<file path="src/rtl/sd_cic_decimator.sv">
// 3rd-order CIC decimator for a 2-bit sigma-delta bitstream, with a valid/ready PCM output.
// Optional SD_CIC_DROPCNT_EN adds a saturating drop_cnt output next to the sticky overflow flag.
module sd_cic_decimator #(
  parameter int LOG2_DECIM = 4,
  parameter int ACC_W      = 3 + 3 * LOG2_DECIM
) (
  input  logic                    clk,
  input  logic                    reset,
  input  logic                    in_en,
  input  logic [1:0]              sd_in,
  output logic signed [ACC_W-1:0] out_data,
  output logic                    out_valid,
  input  logic                    out_ready,
  output logic                    out_settled,
  output logic                    overflow,
  input  logic                    clr_ovf
`ifdef SD_CIC_DROPCNT_EN
  ,
  output logic [15:0]             drop_cnt
`endif
);

  logic signed [ACC_W-1:0] x;
  logic signed [ACC_W-1:0] i1_q, i1_d, i2_q, i2_d, i3_q, i3_d;
  logic signed [ACC_W-1:0] d1_q, d1_d, d2_q, d2_d, d3_q, d3_d;
  logic signed [ACC_W-1:0] c1, c2, c3;
  logic [LOG2_DECIM-1:0]   phase_q, phase_d;
  logic                    dec_strb_q, dec_strb_d;
  logic signed [ACC_W-1:0] out_data_q, out_data_d;
  logic                    out_valid_q, out_valid_d;
  logic                    settled_q, settled_d;
  logic                    ovf_q, ovf_d;
  logic [1:0]              load_cnt_q, load_cnt_d;
  logic                    drop;

  always_comb begin
    case (sd_in)
      2'b11:   x = {{(ACC_W-2){1'b0}}, 2'b10};
      2'b00:   x = {{(ACC_W-2){1'b1}}, 2'b10};
      default: x = '0;
    endcase

    i1_d       = i1_q;
    i2_d       = i2_q;
    i3_d       = i3_q;
    phase_d    = phase_q;
    dec_strb_d = 1'b0;
    if (in_en) begin
      i1_d       = i1_q + x;
      i2_d       = i2_q + i1_q;
      i3_d       = i3_q + i2_q;
      phase_d    = phase_q + 1'b1;
      dec_strb_d = (phase_q == '1);
    end

    // Comb stage reads the integrator value already updated by the strobe-setting edge.
    c1 = i3_q - d1_q;
    c2 = c1 - d2_q;
    c3 = c2 - d3_q;

    d1_d = d1_q;
    d2_d = d2_q;
    d3_d = d3_q;
    if (dec_strb_q) begin
      d1_d = i3_q;
      d2_d = c1;
      d3_d = c2;
    end

    drop        = dec_strb_q && out_valid_q && !out_ready;
    out_data_d  = out_data_q;
    out_valid_d = out_valid_q;
    if (dec_strb_q) begin
      if (!out_valid_q || out_ready) begin
        out_data_d  = c3;
        out_valid_d = 1'b1;
      end
    end else if (out_valid_q && out_ready) begin
      out_valid_d = 1'b0;
    end

    // Settling counts every offered result, dropped ones included.
    load_cnt_d = load_cnt_q;
    settled_d  = settled_q;
    if (dec_strb_q) begin
      if (load_cnt_q == 2'd3) settled_d  = 1'b1;
      else                    load_cnt_d = load_cnt_q + 2'd1;
    end

    if (drop)         ovf_d = 1'b1;
    else if (clr_ovf) ovf_d = 1'b0;
    else              ovf_d = ovf_q;
  end

  always_ff @(posedge clk or negedge reset) begin
    if (!reset) begin
      i1_q        <= '0;
      i2_q        <= '0;
      i3_q        <= '0;
      d1_q        <= '0;
      d2_q        <= '0;
      d3_q        <= '0;
      phase_q     <= '0;
      dec_strb_q  <= 1'b0;
      out_data_q  <= '0;
      out_valid_q <= 1'b0;
      settled_q   <= 1'b0;
      ovf_q       <= 1'b0;
      load_cnt_q  <= '0;
    end else begin
      i1_q        <= i1_d;
      i2_q        <= i2_d;
      i3_q        <= i3_d;
      d1_q        <= d1_d;
      d2_q        <= d2_d;
      d3_q        <= d3_d;
      phase_q     <= phase_d;
      dec_strb_q  <= dec_strb_d;
      out_data_q  <= out_data_d;
      out_valid_q <= out_valid_d;
      settled_q   <= settled_d;
      ovf_q       <= ovf_d;
      load_cnt_q  <= load_cnt_d;
    end
  end

  assign out_data    = out_data_q;
  assign out_valid   = out_valid_q;
  assign out_settled = settled_q;
  assign overflow    = ovf_q;

`ifdef SD_CIC_DROPCNT_EN
  logic [15:0] drop_cnt_q, drop_cnt_d;

  // A clear coinciding with a drop leaves exactly that one drop counted.
  always_comb begin
    drop_cnt_d = drop_cnt_q;
    if (clr_ovf)                         drop_cnt_d = drop ? 16'd1 : 16'd0;
    else if (drop && drop_cnt_q != '1)   drop_cnt_d = drop_cnt_q + 16'd1;
  end

  always_ff @(posedge clk or negedge reset) begin
    if (!reset) drop_cnt_q <= '0;
    else        drop_cnt_q <= drop_cnt_d;
  end

  assign drop_cnt = drop_cnt_q;
`endif

endmodule

</file>
<file path="config.mk">
export PLATFORM = sky130hd
export DESIGN_NAME = sd_cic_decimator
export DESIGN_NICKNAME = d
export VERILOG_FILES = /design/src/rtl/sd_cic_decimator.sv
export SDC_FILE = /design/constraint.sdc
export NUM_CORES = 1
export LEC_CHECK = 0
export ABC_CLOCK_PERIOD_IN_PS = 13950
export CORE_MARGIN = 1.5
export CORE_UTILIZATION = 59
export DETAILED_ROUTE_END_ITERATION = 12
export PLACE_DENSITY = 0.85
export SLEW_MARGIN = 20
export SYNTH_ARGS = -nofsm -noshare
export SYNTH_HDL_FRONTEND = slang
export SYNTH_SLANG_ARGS = --single-unit
</file>
<file path="constraint.sdc">
create_clock -name clk -period 13.95 [get_ports clk]
set_input_delay 2.79 -clock clk [delete_from_list [all_inputs] [get_ports clk]]
set_output_delay 2.79 -clock clk [all_outputs]
set_load 0.02 [all_outputs]
</file>
==> results of run 1 <==
-- metal layers --
| layer | wire length, um | track usage, % |
|---|---|---|
| met1 | 6021 | 25.53 |
| met2 | 6702 | 40.90 |
| met3 | 338 | 4.722 |
| met4 | 190 | 5.447 |
| met5 | 0 | 0 |
-- state kept, by name (all words and copies together), names as in the netlist --
signal and cells:
out_settled 1, out_data 14, i3_q 14, i2_q 14, overflow 1, d2_q 14, d1_q 14, i1_q 14
dec_strb_q 1, load_cnt_q 2, phase_q 4, out_valid 1, d3_q 14
-- through the flow --
step	cell area [sq um]	util [%]	setup slack [ps]	hold slack, ps
finish	8295	66.00	8415	459.6
global route	8295	66.00	8109	487.2
CTS	8295	66.00	8397	464.2
detailed placement	7985	63.53	8029	448.8
global placement	7985	63.53	8114	439.8
floorplan	7606	-	8838	445.8
-- final timing paths --
| kind | start | slack, ps | depth (start not counted) | endpoint |
|---|---|---|---|---|
| max | sd_in[0] | 8410 | 13 | i1_q[13] |
| max reg2reg | i3_q[1] | 8870 | 22 | out_data[14] |
| max in group asynchronous | reset | 10230 | 2 | dec_strb_q |
| min reg2reg | out_settled | 460 | 1 | out_settled |
| min in group asynchronous | reset | 2390 | 1 | out_data[2] |
| min | out_settled | 460 | 1 | out_settled |
-- synth_stat cells (5+ instances only) --
master	count
sky130_fd_sc_hd__mux2_2	29
sky130_fd_sc_hd__dfrtp_1	108
sky130_fd_sc_hd__nand2b_1	10
sky130_fd_sc_hd__fa_1	5
sky130_fd_sc_hd__o211ai_1	5
sky130_fd_sc_hd__o31ai_1	8
sky130_fd_sc_hd__xnor2_1	38
sky130_fd_sc_hd__inv_1	77
sky130_fd_sc_hd__a211oi_1	10
sky130_fd_sc_hd__o21ai_1	11
sky130_fd_sc_hd__ha_1	82
sky130_fd_sc_hd__o21ai_0	63
sky130_fd_sc_hd__xor2_1	22
sky130_fd_sc_hd__clkbuf_1	12
sky130_fd_sc_hd__o21a_1	11
sky130_fd_sc_hd__buf_1	6
sky130_fd_sc_hd__and2_1	5
sky130_fd_sc_hd__or3_1	7
sky130_fd_sc_hd__a21oi_1	36
sky130_fd_sc_hd__nor2_1	54
sky130_fd_sc_hd__nand2_1	81
sky130_fd_sc_hd__nor2b_1	7
sky130_fd_sc_hd__nor3_1	19
sky130_fd_sc_hd__and3_1	8
sky130_fd_sc_hd__a21o_1	15
sky130_fd_sc_hd__nand3_1	14
-- cell type report --
class / count / area, sq um
multi-input cells: 619 / 4536
flip-flops and latches: 108 / 2704
well taps: 172 / 215.2
repair buffers: 25 / 237.7
clock inverters: 4 / 73.82
fillers: 1024 / 4273
clock buffers: 12 / 236.5
inverters: 78 / 292.8
-- logic make-up after synthesis --
logic type / share of synthesized area, %
and+or+nand+nor: 14.46
AOI/OAI and AO/OA: 18.33
DFF: 35.57
buffers and inverters: 4.841
adders and majority gates: 14.82
xor gates and xnor gates: 6.916
muxes: 4.973
other: 0.09883
-- worst register-to-register path: cells and delay by family (launching register included) --
| family | cells | cell delay, ps |
|---|---|---|
| compound gates | 9 | 1870 |
| xor+xnor | 1 | 160 |
| fa+ha+maj | 3 | 900 |
| buf+inv | 1 | 110 |
| flops | 1 | 390 |
| mux | 1 | 150 |
| simple gates | 7 | 1390 |
==> flow_summary.toml, run 1 <==
[sta]
min_period_over_period_pct = 39.68
report.final.hold_viol_count = 0
timing.setup.tns_ps = 0
slew_headroom_pct = 37.05
finalSetupViolCount = 0
fin_skew_ps = 5.211
tightestPinTransition_ps = 944.2
setup_repair_after_global_routing_missed_its_margin = "no"
fmax_mhz = 180.7
min_period_ps = 5535
report.final.slew_viol_count = 0

[worst_setup_path]
cp-start-kind = "primary input"
critical_path.n_buffers_inverters = 3
cpPeakStageDelay_ps = 490
path_common_cell = "sky130_fd_sc_hd__inv_1"
worst-setup-path-type = "in -> reg"
cp.required_ps = 14190
setup.worst_path.end_class = "flop"
slowest_stage = "sky130_fd_sc_hd__ha_1"
timing.critical_path.max_delay_family = "adder cells"
worstPathMaxFanout = 14
critical_path.cell_chain = "clkdlybuf4s50_1 > inv_1 > ha_1 > inv_1 > fa_1 > nor2b_1 > o21ai_0 > a21boi_1 > o21ai_1 > a211oi_1 > o31ai_1 > xnor2_1 > mux2_2"
cp.arrival_ps = 5770

[global_route]
antenna_found_initial = 0
first_pass_grt_wire_length_mm = 23.98
first_global_vias = 5547
groute.usage.overall_pct = 21.91
grt_max_degree = 84
overflow_left_after_global_routing = 0

[clocking]
hold_buffers = 0
cts_tree = "built"
htreeDepth = 3
clk_root_buffer_cell = "sky130_fd_sc_hd__clkbuf_16"
cts.sink_count = 108
cts_resized = 0
clk_latency_ps = 350
total_cts_buffers = 9
clk_transition_reported_paths_ps = 70
ctsLongestPathBuffers = 2
cts_post_setup_buffers_inserted = 0

[yosys]
synthTopCellsByArea = "sky130_fd_sc_hd__dfrtp_1 36%, sky130_fd_sc_hd__ha_1 14%, sky130_fd_sc_hd__xnor2_1 4.4%"
yosys_cell_types = 74
synth_warnings = 0
library_cell_with_the_largest_summed_area_after_synthesis = "sky130_fd_sc_hd__dfrtp_1"
synth_enable_flop_cells = 0
post_synth_instance_area_sq_um = 7599
post_synthesis_sequential_area_ratio_pct = 35.57
synth_top_area_share_pct = 35.57
synth-async-reset-ratio_pct = 100.0
postSynth.topFlopCell = "sky130_fd_sc_hd__dfrtp_1"
ys_seq_elements = 108
syn_area_per_cell_sq_um = 9.244
post_synth_inst_count = 822

[floorplan]
die_area_sq_um = 13570
die_wd_um = 116.5
chipHeight_um = 116.5
top_level_ports = 25
total_number_of_placement_rows = 41
fp.coreArea_sq_um = 12570
initial_core_util_pct = 60.46

[hold_path]
worst_hold_path_type = "reg -> reg"

[layout]
mostFrequentLayoutCells = "107 x sky130_fd_sc_hd__dfrtp_1, 82 x sky130_fd_sc_hd__ha_1, 81 x sky130_fd_sc_hd__nand2_1"
post_layout_nonfiller_instances = 1018
num_antenna_cells = 0
mostFrequentLayoutCell = "sky130_fd_sc_hd__dfrtp_1"
layout-drive-gt1-share_pct = 8.629
syn_to_final_growth_pct = 9.172
nNetsFinal = 935

[route]
vias = 5609
wirelength_mm = 13.25
route.antenna.remaining_nets = 0
drt_pre_antenna_iters = 4
drt_first_iter_violations = 224
drc_errors = 0
via_per_inst = 5.510
wl_per_cell_um = 13.02

[run_status]
status = "finished, final reports clean"

[placement]
finalWeightedCongestion = 0.7831
post-dp-hpwl_mm = 9.513
place.port_buffers = 23
dp_cells = 1002

[job]
maxCapViolCount = 0
Power of run 1 is not shown: default switching activity piles up to over one toggle a cycle in this logic, so the estimate is an artifact.
==> inputs of run 2 (changes only) <==
--- a/config.mk
+++ b/config.mk
@@ -5,7 +5,7 @@
 export SDC_FILE = /design/constraint.sdc
 export NUM_CORES = 1
 export LEC_CHECK = 0
-export ABC_CLOCK_PERIOD_IN_PS = 13950
+export ABC_CLOCK_PERIOD_IN_PS = 5300
 export CORE_MARGIN = 1.5
 export CORE_UTILIZATION = 59
 export DETAILED_ROUTE_END_ITERATION = 12
==> constraint.sdc (replaced) <==
create_clock -name clk -period 5.3 [get_ports clk]
set_input_delay 1.06 -clock clk [delete_from_list [all_inputs] [get_ports clk]]
set_output_delay 1.06 -clock clk [all_outputs]
set_load 0.02 [all_outputs]
==> run 2 against run 1 <==
  * First-iteration DRC count grew 26%
  * Worst hold slack improved by 1.2 ps
  * Final area increased by 0.11%
  * Via count is 0.52% lower
  * Critical endpoint is now out_data[14]
==> flow_summary.toml, run 2 (synthesis results as in run 1) <==
[layout]
layout-drive-gt1-share_pct = 9.080
nNetsFinal = 937
num_antenna_cells = 0
mostFrequentLayoutCell = "sky130_fd_sc_hd__dfrtp_1"
syn_to_final_growth_pct = 9.287
mostFrequentLayoutCells = "107 x sky130_fd_sc_hd__dfrtp_1, 82 x sky130_fd_sc_hd__ha_1, 81 x sky130_fd_sc_hd__nand2_1"

[sta]
min_period_ps = 4938
finalSetupViolCount = 0
tightestPinTransition_ps = 988.7
setup_repair_after_global_routing_missed_its_margin = "no"
fin_skew_ps = 5.583
setup_ws_ps = 361.7
fmax_mhz = 202.5
timing.setup.tns_ps = 0
report.final.hold_viol_count = 0
report.final.slew_viol_count = 0
min_period_over_period_pct = 93.18
slew_headroom_pct = 34.09

[clocking]
total_cts_buffers = 9
cts_tree = "built"
clk_transition_reported_paths_ps = 70
hold_buffers = 0
htreeDepth = 3
cts.sink_count = 108
clk_latency_ps = 350
ctsLongestPathBuffers = 2
clk_root_buffer_cell = "sky130_fd_sc_hd__clkbuf_16"

[job]
maxCapViolCount = 0

[route]
vias = 5580
drt_first_iter_violations = 282
drc_errors = 0
wirelength_mm = 13.29
via_per_inst = 5.471
drt_pre_antenna_iters = 4
wl_per_cell_um = 13.03
route.antenna.remaining_nets = 0

[floorplan]
fp.coreArea_sq_um = 12570
die_wd_um = 116.5
total_number_of_placement_rows = 41
chipHeight_um = 116.5
top_level_ports = 25
die_area_sq_um = 13570
initial_core_util_pct = 60.46

[global_route]
antenna_found_initial = 0
groute.usage.overall_pct = 21.85
overflow_left_after_global_routing = 0
grt_max_degree = 84
first_pass_grt_wire_length_mm = 23.96
first_global_vias = 5566

[worst_setup_path]
cp.required_ps = 5530
slowest_stage = "sky130_fd_sc_hd__dfrtp_1"
cp-start-kind = "flop"
setup.worst_path.end_class = "flop"
cpPeakStageDelay_ps = 390
cp.arrival_ps = 5170
worstPathMaxFanout = 5
critical_path.cell_chain = "inv_1 > ha_1 > o21a_1 > o21a_1 > o21a_1 > o31ai_4 > or2b_1 > xor2_1 > ha_1 > or3_1 > o211ai_1 > a21boi_1 > or3_1 > and2_1 > ha_1 > nor2_1 > nor2_2 > o41ai_4 > mux2i_1 > a2111oi_2 > a211o_1 > nand3_1"
worst-setup-path-type = "reg -> reg"

[placement]
finalWeightedCongestion = 0.7624
post_place_worst_slack_ps = 237.8
post-dp-hpwl_mm = 9.799
place.port_buffers = 23

[hold_path]
worst_hold_path_type = "reg -> reg"

[run_status]
status = "finished, final reports clean"
run 2: through the flow:
step	hold WS (ps)	util, %	area, sq um	instances
3_3_place_gp	448.1	63.53	7985	1002
2_1_floorplan	445.8	-	7606	824
4_1_cts	469.4	65.89	8282	1018
3_5_place_dp	451.9	63.53	7985	1002
5_1_grt	486.7	66.07	8304	1020
6_report	460.8	66.07	8304	1020
run 2: critical path: cells and delay by family, from the launching register on:
family | cells | cell delay [ps]
adder cells (fa/ha/maj) | 3 | 900
multiplexers | 1 | 150
AND/OR/NAND/NOR | 7 | 1390
AO/OA/AOI/OAI | 9 | 1700
flip-flops | 1 | 390
buffers and inverters | 1 | 110
XOR/XNOR | 1 | 160
run 2: repair_timing:
| item | 4_1_cts | 5_1_grt |
|---|---|---|
| endpoints found under the setup margin | 0 | 1 |
| gates resized for setup | 0 | 2 |
| setup buffers | 0 | 2 |
run 2: final cells by class:
class	count	area [sq um]
Multi-Input combinational cell	619	4543
Fill cell	1008	4264
Sequential cell	108	2704
Inverter	78	292.8
Timing Repair Buffer	27	252.7
Clock buffer	13	250.2
Tap cell	172	215.2
Clock inverter	3	46.29
run 2: routing by layer:
metal,part of all wire (%),GRT usage [%]
met4,1.7,8.293
met1,46,25.87
met5,0,0
met3,1.6,2.647
met2,51,40.51
run 2: final timing paths:
check,start,end,slack (ps),cells after the start
max reg2reg,i3_q[1],out_data[14],360,22
min in group asynchronous,reset,out_data[4],880,1
max in group asynchronous,reset,i2_q[10],3480,2
max,i3_q[1],out_data[14],360,22
min reg2reg,out_settled,out_settled,460,1
min,out_settled,out_settled,460,1
Power of run 2 is left out for the same reason.
